[src/rtl/pipe_core_pkg.sv]
// Shared opcode encodings and instruction-field helpers for pipe_core.
package pipe_core_pkg;

  typedef enum logic [1:0] {
    OP_ADD  = 2'b00,
    OP_ADDI = 2'b01,
    OP_SUB  = 2'b10,
    OP_JMP  = 2'b11
  } opcode_e;

  // The all-zero word (ADD r0,r0) is the NOP and never writes back.
  localparam int unsigned NOP_INSTR = 0;

  function automatic int unsigned instr_w(int unsigned ra_w);
    return 2 + 2 * ra_w;
  endfunction

  function automatic int unsigned op_lsb(int unsigned ra_w);
    return 2 * ra_w;
  endfunction

  function automatic int unsigned rd_lsb(int unsigned ra_w);
    return ra_w;
  endfunction

  function automatic int unsigned off_w(int unsigned ra_w);
    return 2 * ra_w;
  endfunction

endpackage

[src/rtl/pipe_core_if.sv]
// Instruction-memory, debug and retirement bus of pipe_core.
interface pipe_core_if
  import pipe_core_pkg::*;
#(
  parameter int unsigned DATA_W = 8,
  parameter int unsigned RA_W   = 3,
  parameter int unsigned PC_W   = 5
);
  localparam int unsigned IW = instr_w(RA_W);

  logic              run;
  logic [PC_W-1:0]   imem_addr;
  logic [IW-1:0]     imem_data;
  logic [RA_W-1:0]   dbg_addr;
  logic [DATA_W-1:0] dbg_data;
  logic              wb_valid;
  logic [RA_W-1:0]   wb_addr;
  logic [DATA_W-1:0] wb_data;

  // Core side.
  modport master (
    input  run, imem_data, dbg_addr,
    output imem_addr, dbg_data, wb_valid, wb_addr, wb_data
  );

  // System / memory side.
  modport slave (
    output run, imem_data, dbg_addr,
    input  imem_addr, dbg_data, wb_valid, wb_addr, wb_data
  );
endinterface

[src/rtl/core_regfile.sv]
// Register file: two write-through read ports, one raw debug port, one write port.
module core_regfile #(
  parameter int unsigned DATA_W = 8,
  parameter int unsigned RA_W   = 3
) (
  input  logic              clk_i,
  input  logic              rst_i,
  input  logic              we_i,
  input  logic [RA_W-1:0]   waddr_i,
  input  logic [DATA_W-1:0] wdata_i,
  input  logic [RA_W-1:0]   ra_addr_i,
  output logic [DATA_W-1:0] ra_data_o,
  input  logic [RA_W-1:0]   rb_addr_i,
  output logic [DATA_W-1:0] rb_data_o,
  input  logic [RA_W-1:0]   dbg_addr_i,
  output logic [DATA_W-1:0] dbg_data_o
);
  localparam int unsigned NumRegs = 1 << RA_W;

  logic [DATA_W-1:0] mem_q [NumRegs];

  // Storage: synchronous clear, otherwise write when enabled.
  always_ff @(posedge clk_i) begin
    if (rst_i) begin
      for (int i = 0; i < NumRegs; i++) begin
        mem_q[i] <= '0;
      end
    end else if (we_i) begin
      mem_q[waddr_i] <= wdata_i;
    end
  end

  // Read ports: a same-cycle write to the same address is passed straight through.
  always_comb begin
    ra_data_o  = (we_i && (waddr_i == ra_addr_i)) ? wdata_i : mem_q[ra_addr_i];
    rb_data_o  = (we_i && (waddr_i == rb_addr_i)) ? wdata_i : mem_q[rb_addr_i];
    dbg_data_o = mem_q[dbg_addr_i];
  end

endmodule

[src/rtl/pipe_core.sv]
// Three-stage (IF, ID, EX) accumulator-style core with forwarding and fetch-time jumps.
module pipe_core
  import pipe_core_pkg::*;
#(
  parameter int unsigned DATA_W = 8,
  parameter int unsigned RA_W   = 3,
  parameter int unsigned PC_W   = 5
) (
  input  logic       clk,
  input  logic       rst,
  pipe_core_if.master bus
);
  localparam int unsigned IW    = instr_w(RA_W);
  localparam int unsigned OpLsb = op_lsb(RA_W);
  localparam int unsigned RdLsb = rd_lsb(RA_W);
  localparam int unsigned OffW  = off_w(RA_W);

  // Fetch
  logic [PC_W-1:0] pc_q, pc_d;
  logic [IW-1:0]   ifid_q, ifid_d;
  opcode_e         fetch_op;
  logic            fetch_jmp;
  logic [PC_W-1:0] off_pc;

  // Decode -> execute
  logic              idex_valid_q, idex_valid_d;
  opcode_e           idex_op_q, idex_op_d;
  logic [RA_W-1:0]   idex_rd_q, idex_rd_d;
  logic [RA_W-1:0]   idex_rs_q, idex_rs_d;
  logic [DATA_W-1:0] idex_rdv_q, idex_rdv_d;
  logic [DATA_W-1:0] idex_rsv_q, idex_rsv_d;

  // Execute -> writeback
  logic              wb_valid_q, wb_valid_d;
  logic [RA_W-1:0]   wb_addr_q, wb_addr_d;
  logic [DATA_W-1:0] wb_data_q, wb_data_d;

  logic [DATA_W-1:0] rf_rd_data, rf_rs_data;
  logic              rf_we;
  logic [DATA_W-1:0] imm_ext, op_a, op_b;

  assign fetch_op  = opcode_e'(bus.imem_data[OpLsb +: 2]);
  assign fetch_jmp = (fetch_op == OP_JMP);

  // Jump offset resized to the PC width; the PC is modular so truncation is exact.
  if (PC_W > OffW) begin : g_off_sext
    assign off_pc = {{(PC_W - OffW){bus.imem_data[OffW-1]}}, bus.imem_data[OffW-1:0]};
  end else begin : g_off_trunc
    assign off_pc = bus.imem_data[PC_W-1:0];
  end

  // Immediate resized to the datapath width.
  if (DATA_W > RA_W) begin : g_imm_sext
    assign imm_ext = {{(DATA_W - RA_W){idex_rs_q[RA_W-1]}}, idex_rs_q};
  end else begin : g_imm_trunc
    assign imm_ext = idex_rs_q[DATA_W-1:0];
  end

  // IF: next PC and IF/ID; a JMP redirects immediately and enters IF/ID as a NOP.
  always_comb begin
    pc_d   = pc_q + PC_W'(1) + (fetch_jmp ? off_pc : '0);
    ifid_d = fetch_jmp ? IW'(NOP_INSTR) : bus.imem_data;
  end

  // ID: field decode and operand read; rd doubles as the left-hand operand.
  always_comb begin
    idex_valid_d = (ifid_q != IW'(NOP_INSTR));
    idex_op_d    = opcode_e'(ifid_q[OpLsb +: 2]);
    idex_rd_d    = ifid_q[RdLsb +: RA_W];
    idex_rs_d    = ifid_q[RA_W-1:0];
    idex_rdv_d   = rf_rd_data;
    idex_rsv_d   = rf_rs_data;
  end

  // EX: forward from EX/WB per operand, then the ALU.
  always_comb begin
    op_a = (wb_valid_q && (wb_addr_q == idex_rd_q)) ? wb_data_q : idex_rdv_q;
    op_b = (wb_valid_q && (wb_addr_q == idex_rs_q)) ? wb_data_q : idex_rsv_q;
    wb_valid_d = idex_valid_q;
    wb_addr_d  = idex_rd_q;
    unique case (idex_op_q)
      OP_ADD:  wb_data_d = op_a + op_b;
      OP_ADDI: wb_data_d = op_a + imm_ext;
      OP_SUB:  wb_data_d = op_a - op_b;
      default: wb_data_d = op_a; // JMP never reaches EX
    endcase
  end

  // Pipeline state: reset wins over run; run low freezes everything.
  always_ff @(posedge clk) begin
    if (rst) begin
      pc_q         <= '0;
      ifid_q       <= IW'(NOP_INSTR);
      idex_valid_q <= 1'b0;
      idex_op_q    <= OP_ADD;
      idex_rd_q    <= '0;
      idex_rs_q    <= '0;
      idex_rdv_q   <= '0;
      idex_rsv_q   <= '0;
      wb_valid_q   <= 1'b0;
      wb_addr_q    <= '0;
      wb_data_q    <= '0;
    end else if (bus.run) begin
      pc_q         <= pc_d;
      ifid_q       <= ifid_d;
      idex_valid_q <= idex_valid_d;
      idex_op_q    <= idex_op_d;
      idex_rd_q    <= idex_rd_d;
      idex_rs_q    <= idex_rs_d;
      idex_rdv_q   <= idex_rdv_d;
      idex_rsv_q   <= idex_rsv_d;
      wb_valid_q   <= wb_valid_d;
      wb_addr_q    <= wb_addr_d;
      wb_data_q    <= wb_data_d;
    end
  end

  // Writes retire only while the pipe advances.
  assign rf_we = wb_valid_q & bus.run;

  core_regfile #(
    .DATA_W(DATA_W),
    .RA_W  (RA_W)
  ) u_regfile (
    .clk_i     (clk),
    .rst_i     (rst),
    .we_i      (rf_we),
    .waddr_i   (wb_addr_q),
    .wdata_i   (wb_data_q),
    .ra_addr_i (ifid_q[RdLsb +: RA_W]),
    .ra_data_o (rf_rd_data),
    .rb_addr_i (ifid_q[RA_W-1:0]),
    .rb_data_o (rf_rs_data),
    .dbg_addr_i(bus.dbg_addr),
    .dbg_data_o(bus.dbg_data)
  );

  assign bus.imem_addr = pc_q;
  assign bus.wb_valid  = wb_valid_q;
  assign bus.wb_addr   = wb_addr_q;
  assign bus.wb_data   = wb_data_q;

endmodule

[src/flat_wrapper.sv]
// flat-port wrapper written by rule: the top's interface ports become plain ports
module pipe_core_flat import pipe_core_pkg::*;
#(
  parameter int unsigned DATA_W = 8,
  parameter int unsigned RA_W   = 3,
  parameter int unsigned PC_W   = 5
)
  (clk, rst, bus_run, bus_imem_data, bus_dbg_addr, bus_imem_addr, bus_dbg_data, bus_wb_valid, bus_wb_addr, bus_wb_data);
  pipe_core_if #(.DATA_W(DATA_W), .RA_W(RA_W), .PC_W(PC_W)) bus_i ();
  input  logic clk;
  input  logic rst;
  input wire logic [$bits(bus_i.run)-1:0] bus_run;
  input wire logic [$bits(bus_i.imem_data)-1:0] bus_imem_data;
  input wire logic [$bits(bus_i.dbg_addr)-1:0] bus_dbg_addr;
  output wire logic [$bits(bus_i.imem_addr)-1:0] bus_imem_addr;
  output wire logic [$bits(bus_i.dbg_data)-1:0] bus_dbg_data;
  output wire logic [$bits(bus_i.wb_valid)-1:0] bus_wb_valid;
  output wire logic [$bits(bus_i.wb_addr)-1:0] bus_wb_addr;
  output wire logic [$bits(bus_i.wb_data)-1:0] bus_wb_data;
  assign bus_i.run = bus_run;
  assign bus_i.imem_data = bus_imem_data;
  assign bus_i.dbg_addr = bus_dbg_addr;
  assign bus_imem_addr = bus_i.imem_addr;
  assign bus_dbg_data = bus_i.dbg_data;
  assign bus_wb_valid = bus_i.wb_valid;
  assign bus_wb_addr = bus_i.wb_addr;
  assign bus_wb_data = bus_i.wb_data;
  pipe_core #(.DATA_W(DATA_W), .RA_W(RA_W), .PC_W(PC_W)) u_core (.clk(clk), .rst(rst), .bus(bus_i));
endmodule
[config.mk]
export PLATFORM = sky130hd
export DESIGN_NAME = pipe_core_flat
export DESIGN_NICKNAME = d
export VERILOG_FILES = /design/src/rtl/pipe_core_pkg.sv /design/src/rtl/pipe_core_if.sv /design/src/rtl/core_regfile.sv /design/src/rtl/pipe_core.sv /design/src/flat_wrapper.sv
export SDC_FILE = /design/constraint.sdc
export NUM_CORES = 1
export LEC_CHECK = 0
export BUFFER_PORTS_ARGS = -buffer_cell sky130_fd_sc_hd__buf_2
export CAP_MARGIN = 0
export CORE_MARGIN = 2
export CORE_UTILIZATION = 45
export DETAILED_ROUTE_END_ITERATION = 8
export PLACE_DENSITY = 0.73
export SETUP_SLACK_MARGIN = 0.1
export SYNTH_ARGS = -nofsm -noshare
export SYNTH_HDL_FRONTEND = slang
export SYNTH_SLANG_ARGS = --single-unit
[constraint.sdc]
create_clock -name clk -period 4 [get_ports clk]
set_clock_uncertainty 0.2 [all_clocks]
set_input_delay 0.4 -clock clk [delete_from_list [all_inputs] [get_ports clk]]
set_output_delay 0.4 -clock clk [all_outputs]
set_load 0.02 [all_outputs]
==> results of run 1 <==
==> layout make-up <==
| class | instances | area (um2) | area share (%) |
|---|---|---|---|
| clock buffer | 19 | 432.9 | 5.284 |
| sequential | 114 | 2923 | 35.67 |
| clock inverter | 13 | 182.7 | 2.230 |
| tap | 211 | 264.0 | 3.222 |
| multi-input combinational | 476 | 3938 | 48.06 |
| timing repair buffer | 64 | 385.4 | 4.704 |
| inverter | 18 | 67.56 | 0.8247 |
==> power breakdown <==
group / switching, mW / internal (mW)
clock network: 0.556 / 1.04
logic: 0.395 / 0.304
registers: 0.0984 / 1.30
total: 1.05 / 2.64
==> repair_timing <==
item | in CTS | in global routing
hold endpoints to repair | 0 | 0
buffers inserted | 0 | 3
endpoints found under the setup margin | 0 | 2
==> cells by family after synthesis <==
kind of cell,count (synthesis)
mux,115
xor+xnor,28
flops,114
buf+inv,67
simple gates,233
compound gates,81
fa+ha+maj,19
==> per-stage QoR <==
step	instance area, um2	util (%)	hold slack [ns]	setup WS [ns]	cells
after global routing	8193	53.50	0.08200	0.1032	915
after CTS	8170	53.35	0.06897	0.3182	912
final	8193	53.50	0.07754	0.3850	915
after global placement	7555	49.33	0.2724	0.3611	880
after detailed placement	7555	49.33	0.2914	0.3276	880
after floorplan	7123	-	0.2538	0.3241	657
==> metal layers <==
layer / vias up / global-route usage, %
met4: 0 / 12.52
met3: 53 / 6.150
met2: 248 / 39.51
met1: 2725 / 29.93
li1: 2464 / -
met5: - / 0
==> worst register-to-register path: cells and delay by family (launching register included) <==
kind | cells | cell delay (ns)
muxes | 3 | 0.76
xor gates and xnor gates | 1 | 0.24
and+or+nand+nor | 3 | 0.85
DFF | 1 | 0.33
adders and majority gates | 1 | 0.30
AOI/OAI and AO/OA | 5 | 0.80
==> synthesized netlist by cell type (2+ instances only) <==
library cell	n	area share [%]
a211oi_1	4	0.42
a21o_1	3	0.32
a21oi_1	17	1.2
a311oi_1	6	0.74
and2_1	66	5.8
and3_1	3	0.26
buf_1	10	0.53
buf_2	7	0.49
buf_4	2	0.21
clkbuf_1	29	1.5
dfxtp_1	50	14
edfxtp_1	64	27
fa_1	2	0.56
ha_1	17	3.0
inv_1	17	0.90
mux2_2	9	1.4
mux2i_1	58	8.2
mux4_2	48	15
nand2_1	62	3.3
nand2b_1	4	0.35
nand3_1	11	0.77
nand3b_1	2	0.21
nand4_1	2	0.18
nor2_1	52	2.7
nor2b_1	2	0.18
nor3_1	6	0.42
nor4_1	8	0.70
o211ai_1	8	0.84
o21ai_0	32	2.2
o31ai_1	2	0.21
or2_2	9	0.79
or3_1	3	0.26
or4_1	2	0.21
xnor2_1	16	2.0
xor2_1	12	1.5
==> state kept, by name, indices dropped and copies added (netlist names) <==
register / cells
u_core.idex_rs_q: 3
u_core.idex_rdv_q: 8
u_core.bus.wb_addr: 3
u_core.ifid_q: 8
u_core.idex_valid_q: 1
u_core.idex_rd_q: 3
u_core.idex_rsv_q: 8
u_core.idex_op_q: 2
u_core.bus.wb_valid: 1
u_core.u_regfile.mem_q: 64
u_core.bus.wb_data: 8
u_core.bus.imem_addr: 5
==> worst min-delay path by stage <==
stage,to,cells past startpoint,from,slack (ns)
2_1_floorplan,u_core.ifid_q[7],2,u_core.ifid_q[7],0.25
3_3_place_gp,u_core.idex_valid_q,2,u_core.idex_valid_q,0.27
3_5_place_dp,u_core.ifid_q[7],2,u_core.ifid_q[7],0.29
4_1_cts,u_core.ifid_q[1],3,bus_imem_data[1],0.07
5_1_grt,u_core.ifid_q[5],3,bus_imem_data[5],0.08
6_report,u_core.ifid_q[0],3,bus_imem_data[0],0.08
==> impl_metrics.ini, run 1 <==
[run_status]
status = finished clean

[synth]
synthArstFlopShare_pct = 0
syn_area_um2 = 7123
synth-main-ff-cell = edfxtp_1
synth_seq_cells = 114
synthesis.nets = 690
synth.avg_cell_area_um2 = 10.84
synth_edf_count = 64
yosysSeqAreaShare_pct = 41.03
muxShareOfSynthArea_pct = 24.75
synth_compound_area_share_pct = 7.096
synth_xor_area_share_pct = 3.443
synth_warnings = 0
ys_types = 47
synthAdderAreaFrac_pct = 3.548
syn_inst = 657
synth-simple-area-share_pct = 16.27
synth_top_family_by_area = multiplexers

[final_layout]
antenna_cells = 0
drive_gt1_share_pct = 23.15
syn_to_final_growth_pct = 15.02
final_common_cell = and2_1
fillCellCount = 1328
nets = 724
layout_common_cells = 66 x and2_1, 64 x edfxtp_1, 62 x nand2_1, 58 x mux2i_1, 52 x nor2_1

[clock_tree]
cts_resized = 0
cts_buffers = 17
clk_pin_slew_worst_paths_ns = 0.05
cts-root-buf = clkbuf_16
holdBufCountCts = 0
cts_max_level = 4
clockBufferDepth = 2
cts.sinks = 114
clkLatencyLatePin_ns = 0.42
cts_tree = done

[worst_setup_path]
rr_worst_depth = 13
crit_path_frequent_cell = mux2i_1
r2r_end = u_core.bus.wb_data[7]
crit_type = reg -> reg
cp_slowest_cell = and4_1
crit_cells = 13
worstSetupStartpoint = u_core.idex_rs_q[0]
crit_path_start_kind = flop
cp-end-kind = flop
crit_path_max_incr_delay_ns = 0.55
crit_arrival_ns = 3.70
worst-path-buf-inv = 0
cp.required_ns = 4.08
crit_chain = xnor2_1, and4_1, mux2i_1, o211ai_1, o21ai_0, ha_1, nor2b_1, o21ai_0, a31oi_1, and2_1, mux2i_1, mux2i_1, o32ai_2
worstPathMaxFanout = 10
endpoint = u_core.bus.wb_data[7]
ff2ff_setup_slack_ns = 0.39
r2r-start = u_core.idex_rs_q[0]
path_delay_family = simple AND/OR/NAND/NOR gates

[route]
vias = 5490
drt_wl_total_um = 19240
drcViolationCount = 0
dr.pass1.iters = 6
avgRoutedWirePerCell_um = 21.02
routed-wl-met3_um = 1481
top_layer_used = met4
viasPerCell = 6.000
drt_iter0_markers = 539
drtAntennaViolNets = 0
wl_met1_um = 7625
wl_met2_um = 9315

[die]
io_pins = 39
fp.dieH_um = 129.8
initial_core_util_pct = 46.51
dieArea_um2 = 16850
die_w_um = 129.8
rows = 45
core_area_um2 = 15310

[timing]
setup_tns_ns = 0
period_share_pct = 90.37
fmax_mhz = 276.6
worstMarginPinSlew_ns = 1.128
hold_violations = 0
slew_headroom_pct = 24.22
rsz0062_at_grt = no
setup_viol = 0
finalMaxSlewViolations = 0
period_needed_ns = 3.615

[placement]
port_buffers = 38
place_hpwl_um = 12890
place_congestion = 0.9136

[global_routing]
grt_antenna_before_repair = 0
grt_max_degree = 60
grt_first_pass_wirelength_um = 30160
grt-ovfl-total = 0
grt_usage_pct = 24.24
grt_pass1_vias = 5469

[power]
leakage_nw = 3.208
power-per-cell-area_nw_per_um2 = 450.5
vdd_drop_max_uv = 310.1
power.total_mw = 3.691

[worst_hold_path]
min_path_type = in -> reg

[run]
drv_cap = 0
Power figures use the tool's default switching activity.
==> run 2: changes to the inputs <==
--- a/config.mk
+++ b/config.mk
@@ -8,10 +8,12 @@
 export BUFFER_PORTS_ARGS = -buffer_cell sky130_fd_sc_hd__buf_2
 export CAP_MARGIN = 0
 export CORE_MARGIN = 2
-export CORE_UTILIZATION = 45
+export CORE_UTILIZATION = 60
+export CTS_BUF_LIST = sky130_fd_sc_hd__clkbuf_4 sky130_fd_sc_hd__clkbuf_8
 export DETAILED_ROUTE_END_ITERATION = 8
-export PLACE_DENSITY = 0.73
+export PLACE_DENSITY = 0.9
 export SETUP_SLACK_MARGIN = 0.1
+export SLEW_MARGIN = 15
 export SYNTH_ARGS = -nofsm -noshare
 export SYNTH_HDL_FRONTEND = slang
 export SYNTH_SLANG_ARGS = --single-unit
==> run 2 against run 1 <==
Compared with the run above: the flow now finishes with violations (design-rule violations); via count up 0.75%; power down 15%; worst setup slack worse by 0.0023 ns; sequential share of layout area up 1.5 points; clock-buffer cell count down 1; maximum frequency about the same; cell count down 7.7%; first-iteration DRC count up 20%; sequential power about the same; largest power group is now sequential cells; highest routed layer unchanged.
==> impl_metrics.ini, run 2 (synthesized netlist as in run 1, its figures left out) <==
[run_status]
status = complete, but fails checks
violations = design-rule violations

[worst_hold_path]
whs_path_depth = 3
min_path_type = in -> reg
hp-start = bus_imem_data[1]
whs_endpoint = u_core.ifid_q[1]

[timing]
setup_tns_ns = 0
timing.hold.ws_ns = 0.05814
finalMaxSlewViolations = 0
rsz0062_at_grt = no
setup_viol = 0
period_share_pct = 90.43
worstMarginPinSlew_ns = 1.060
hold_violations = 0
slew_headroom_pct = 29.21
fmax_mhz = 276.5
period_needed_ns = 3.617

[power]
vdd_drop_max_uv = 476.0
power.total_mw = 3.128
power-per-cell-area_nw_per_um2 = 398.1
leakage_nw = 3.089

[clock_tree]
cts_max_level = 4
clkLatencyLatePin_ns = 0.44
clockBufferDepth = 2
cts-root-buf = clkbuf_8
holdBufCountCts = 0
cts_tree = done
cts_resized = 0
cts.sinks = 114
clk_pin_slew_worst_paths_ns = 0.07
postCtsSetupBuffers = 0
cts_buffers = 17

[worst_setup_path]
r2r_end = u_core.bus.wb_data[7]
rr_worst_depth = 13
cp-end-kind = flop
crit_path_start_kind = flop
r2r-start = u_core.idex_rsv_q[0]
worstPathMaxFanout = 6
crit_type = reg -> reg
ff2ff_setup_slack_ns = 0.38
cp.required_ns = 4.10
crit_arrival_ns = 3.72

[route]
drt_wl_total_um = 18320
drcViolationCount = 1
vias = 5531
avgRoutedWirePerCell_um = 21.67
drtAntennaViolNets = 0
viasPerCell = 6.546
drt_iter0_markers = 646
dr.pass1.iters = 7

[die]
fp.dieH_um = 113.0
dieArea_um2 = 12760
die_w_um = 113.0
rows = 39
io_pins = 39
initial_core_util_pct = 61.85
core_area_um2 = 11520

[global_routing]
grt-ovfl-total = 0
grt_usage_pct = 30.03
grt_pass1_vias = 5347
grt_antenna_before_repair = 0
grt_max_degree = 60
grt_first_pass_wirelength_um = 28750

[placement]
place_congestion = 0.9695
place_area_um2 = 7455
port_buffers = 38
place_hpwl_um = 12700

[final_layout]
largest_reg_flops = 64
stdcell_area_um2 = 7858
drive_gt1_share_pct = 23.08
post-route-util_pct = 68.23
final_common_cell = and2_1
largest-register = u_core.u_regfile.mem_q
antenna_cells = 0
syn_to_final_growth_pct = 10.31
nets = 722
layout_common_cells = 66 x and2_1, 64 x edfxtp_1, 62 x nand2_1, 58 x mux2i_1, 52 x nor2_1

[run]
drv_cap = 0
[run 2: area by class of cell]
type | count | area [um2]
Tap cell | 143 | 178.9
Clock inverter | 14 | 138.9
Fill cell | 797 | 3659
Multi-Input combinational cell | 476 | 3938
Sequential cell | 114 | 2923
Clock buffer | 18 | 241.5
Inverter | 18 | 67.56
Timing Repair Buffer | 62 | 370.4
[run 2: worst max path at each step]
stage | start | to | slack [ns] | cells past startpoint
final | u_core.idex_rsv_q[0] | u_core.bus.wb_data[7] | 0.38 | 13
after global routing | u_core.idex_rsv_q[1] | u_core.bus.wb_data[7] | 0.21 | 13
after CTS | u_core.bus.wb_addr[1] | u_core.bus.wb_data[7] | 0.33 | 14
after detailed placement | u_core.bus.wb_addr[1] | u_core.bus.wb_data[7] | 0.36 | 14
after global placement | u_core.bus.wb_addr[0] | u_core.bus.wb_data[7] | 0.56 | 14
after floorplan | u_core.bus.wb_addr[0] | u_core.bus.wb_data[7] | 0.32 | 15
[run 2: stage by stage]
step | setup WS, ns | std cells
floorplan | 0.3241 | 657
global placement | 0.5644 | 810
detailed placement | 0.3581 | 810
CTS | 0.3262 | 842
global route | 0.2056 | 845
finish | 0.3827 | 845
[run 2: critical path: stages, from the launching register on]
cell,delay (ns)
dfxtp_1,0.36
or4_1,0.63
nor3_1,0.25
nor2_1,0.07
a221o_1,0.32
o21ai_0,0.10
ha_1,0.31
o21a_1,0.20
o2bb2ai_1,0.14
a31oi_1,0.07
and2_1,0.18
mux2i_1,0.28
mux2i_1,0.28
o32ai_2,0.10
[run 2: metal layers]
| metal | up-vias | routed length (um) | track usage (%) |
|---|---|---|---|
| met5 | - | 0 | 0 |
| met4 | 0 | 907 | 15.53 |
| met3 | 66 | 1770 | 6.909 |
| met2 | 345 | 8609 | 47.23 |
| met1 | 2665 | 7028 | 39.36 |
| li1 | 2455 | - | - |
[run 2: power breakdown]
group / switching [mW] / internal, mW / leakage, nW / total, mW
registers: 0.0952 / 1.30 / 1.07 / 1.39
logic: 0.402 / 0.306 / 1.83 / 0.708
clock network: 0.475 / 0.554 / 0.183 / 1.03
==> run 3: changes to the inputs <==
--- a/config.mk
+++ b/config.mk
@@ -8,10 +8,10 @@
 export BUFFER_PORTS_ARGS = -buffer_cell sky130_fd_sc_hd__buf_2
 export CAP_MARGIN = 0
 export CORE_MARGIN = 2
-export CORE_UTILIZATION = 60
+export CORE_UTILIZATION = 40
 export CTS_BUF_LIST = sky130_fd_sc_hd__clkbuf_4 sky130_fd_sc_hd__clkbuf_8
 export DETAILED_ROUTE_END_ITERATION = 8
-export PLACE_DENSITY = 0.9
+export PLACE_DENSITY = 0.67
 export SETUP_SLACK_MARGIN = 0.1
 export SLEW_MARGIN = 15
 export SYNTH_ARGS = -nofsm -noshare
==> run 3 against run 2 <==
Compared with the run above: the run now ends clean; sequential power barely moved; non-clock buffer count up 1; maximum frequency about the same; highest routed layer unchanged.
==> impl_metrics.ini, run 3 (synthesized netlist as in run 1, its figures left out) <==
[timing]
worstMarginPinSlew_ns = 1.073
period_share_pct = 90.40
fmax_mhz = 276.5
finalMaxSlewViolations = 0
period_needed_ns = 3.616
hold_violations = 0
setup_viol = 0
rsz0062_at_grt = no
slew_headroom_pct = 28.40
setup_tns_ns = 0

[clock_tree]
clk_pin_slew_worst_paths_ns = 0.07
clkLatencyLatePin_ns = 0.45
cts.sinks = 114
holdBufCountCts = 0
clockBufferDepth = 2
cts_tree = done
cts_resized = 0
cts-root-buf = clkbuf_8
cts_buffers = 17
cts_max_level = 4

[route]
drt_iter0_markers = 488
vias = 5287
viasPerCell = 5.703
drtAntennaViolNets = 0
avgRoutedWirePerCell_um = 20.35
drt_wl_total_um = 18870
dr.pass1.iters = 6
drcViolationCount = 0

[global_routing]
grt_pass1_vias = 5403
grt_antenna_before_repair = 0
grt_max_degree = 60
grt_first_pass_wirelength_um = 30040
grt-ovfl-total = 0
grt_usage_pct = 21.55

[die]
die_w_um = 137.4
core_area_um2 = 17360
dieArea_um2 = 18890
io_pins = 39
initial_core_util_pct = 41.04
rows = 48
fp.dieH_um = 137.4

[worst_hold_path]
whs_endpoint = u_core.ifid_q[5]
min_path_type = in -> reg
hp-start = bus_imem_data[5]
whs_path_depth = 3

[final_layout]
largest-register = u_core.u_regfile.mem_q
syn_to_final_growth_pct = 12.51
layout_common_cells = 66 x and2_1, 64 x edfxtp_1, 62 x nand2_1, 58 x mux2i_1, 52 x nor2_1
instances_no_fill = 927
final_common_cell = and2_1
nets = 723
regArea_um2 = 2923
drive_gt1_share_pct = 23.36
antenna_cells = 0
multiInputGateArea_um2 = 3938
fillCellCount = 1596
post-route-util_pct = 46.17
largest_reg_flops = 64

[worst_setup_path]
cp-end-kind = flop
crit_arrival_ns = 3.72
cp.required_ns = 4.11
r2r-start = u_core.idex_rs_q[1]
rr_worst_depth = 14
ff2ff_setup_slack_ns = 0.38
worstPathMaxFanout = 7
crit_path_start_kind = flop
crit_type = reg -> reg
r2r_end = u_core.bus.wb_data[7]
worstSetupStartpoint = u_core.idex_rs_q[1]

[run]
drv_cap = 0

[placement]
place_congestion = 0.9251
place_hpwl_um = 13150
dp.cells = 893
port_buffers = 38

[power]
power-per-cell-area_nw_per_um2 = 409.7
vdd_drop_max_uv = 256.8
leakage_nw = 3.123
power.total_mw = 3.284

[run_status]
status = finished clean
==> run 3: cell types whose count changed in the layout (fill, tap and decap cells not counted) <==
cell,delta
bufinv_16,+2
clkinv_1,-2
clkinvlp_4,-2
buf_4,+1
inv_6,+1
==> run 3: report_power, final <==
part | total, mW | internal, mW | switching (mW)
Combinational | 0.704 | 0.306 | 0.398
Sequential | 1.39 | 1.30 | 0.0947
Clock | 1.19 | 0.683 | 0.506
Total | 3.28 | 2.28 | 0.999
==> run 3: repair_timing <==
| action | 4_1_cts | 5_1_grt |
|---|---|---|
| buffers inserted | 0 | 3 |
| endpoints found under the hold margin | 0 | 0 |
| endpoints found under the setup margin | 0 | 2 |
==> run 3: worst max-delay path by stage <==
stage	depth (start not counted)	slack, ns	endpoint
final	14	0.38	u_core.bus.wb_data[7]
after global placement	14	0.32	u_core.bus.wb_data[7]
after global routing	15	0.18	u_core.bus.wb_data[6]
after CTS	14	0.24	u_core.bus.wb_data[6]
after floorplan	15	0.32	u_core.bus.wb_data[7]
after detailed placement	14	0.27	u_core.bus.wb_data[7]
==> run 3: layer usage <==
metal  GRT usage (%)  vias up  wire (um)
met1           28.02     2594       8065
met3           5.114       47       1151
li1                -     2461          -
met2           33.94      185       8851
met5               0        -          0
met4           10.25        0        800
==> run 3: final cells by class <==
class / instances / share of cell area, %
Multi-Input combinational cell: 476 / 49.13
Sequential cell: 114 / 36.47
Timing Repair Buffer: 63 / 4.715
Tap cell: 225 / 3.513
Clock buffer: 18 / 3.013
Clock inverter: 13 / 2.311
Inverter: 18 / 0.8431
==> run 3: through the flow <==
| stage | setup WS (ns) | instance area [um2] | hold slack [ns] |
|---|---|---|---|
| 6_report | 0.3838 | 8014 | 0.04538 |
| 2_1_floorplan | 0.3241 | 7123 | 0.2538 |
| 5_1_grt | 0.1819 | 8014 | 0.03983 |
| 4_1_cts | 0.2446 | 7991 | 0.02673 |
| 3_3_place_gp | 0.3231 | 7565 | 0.2741 |
| 3_5_place_dp | 0.2657 | 7565 | 0.2887 |
==> run 3: worst max-delay path: stages, from the launching register on <==
cell and delay, ns:
dfxtp_1 0.33, xnor2_1 0.27, and4_1 0.35, buf_4 0.21, mux2i_1 0.32, xnor2_1 0.13, o21ai_0 0.24, ha_1 0.31
o21a_1 0.12, o2bb2ai_1 0.14, a31oi_1 0.07, and2_1 0.18, mux2i_1 0.25, mux2i_1 0.26, o32ai_2 0.09
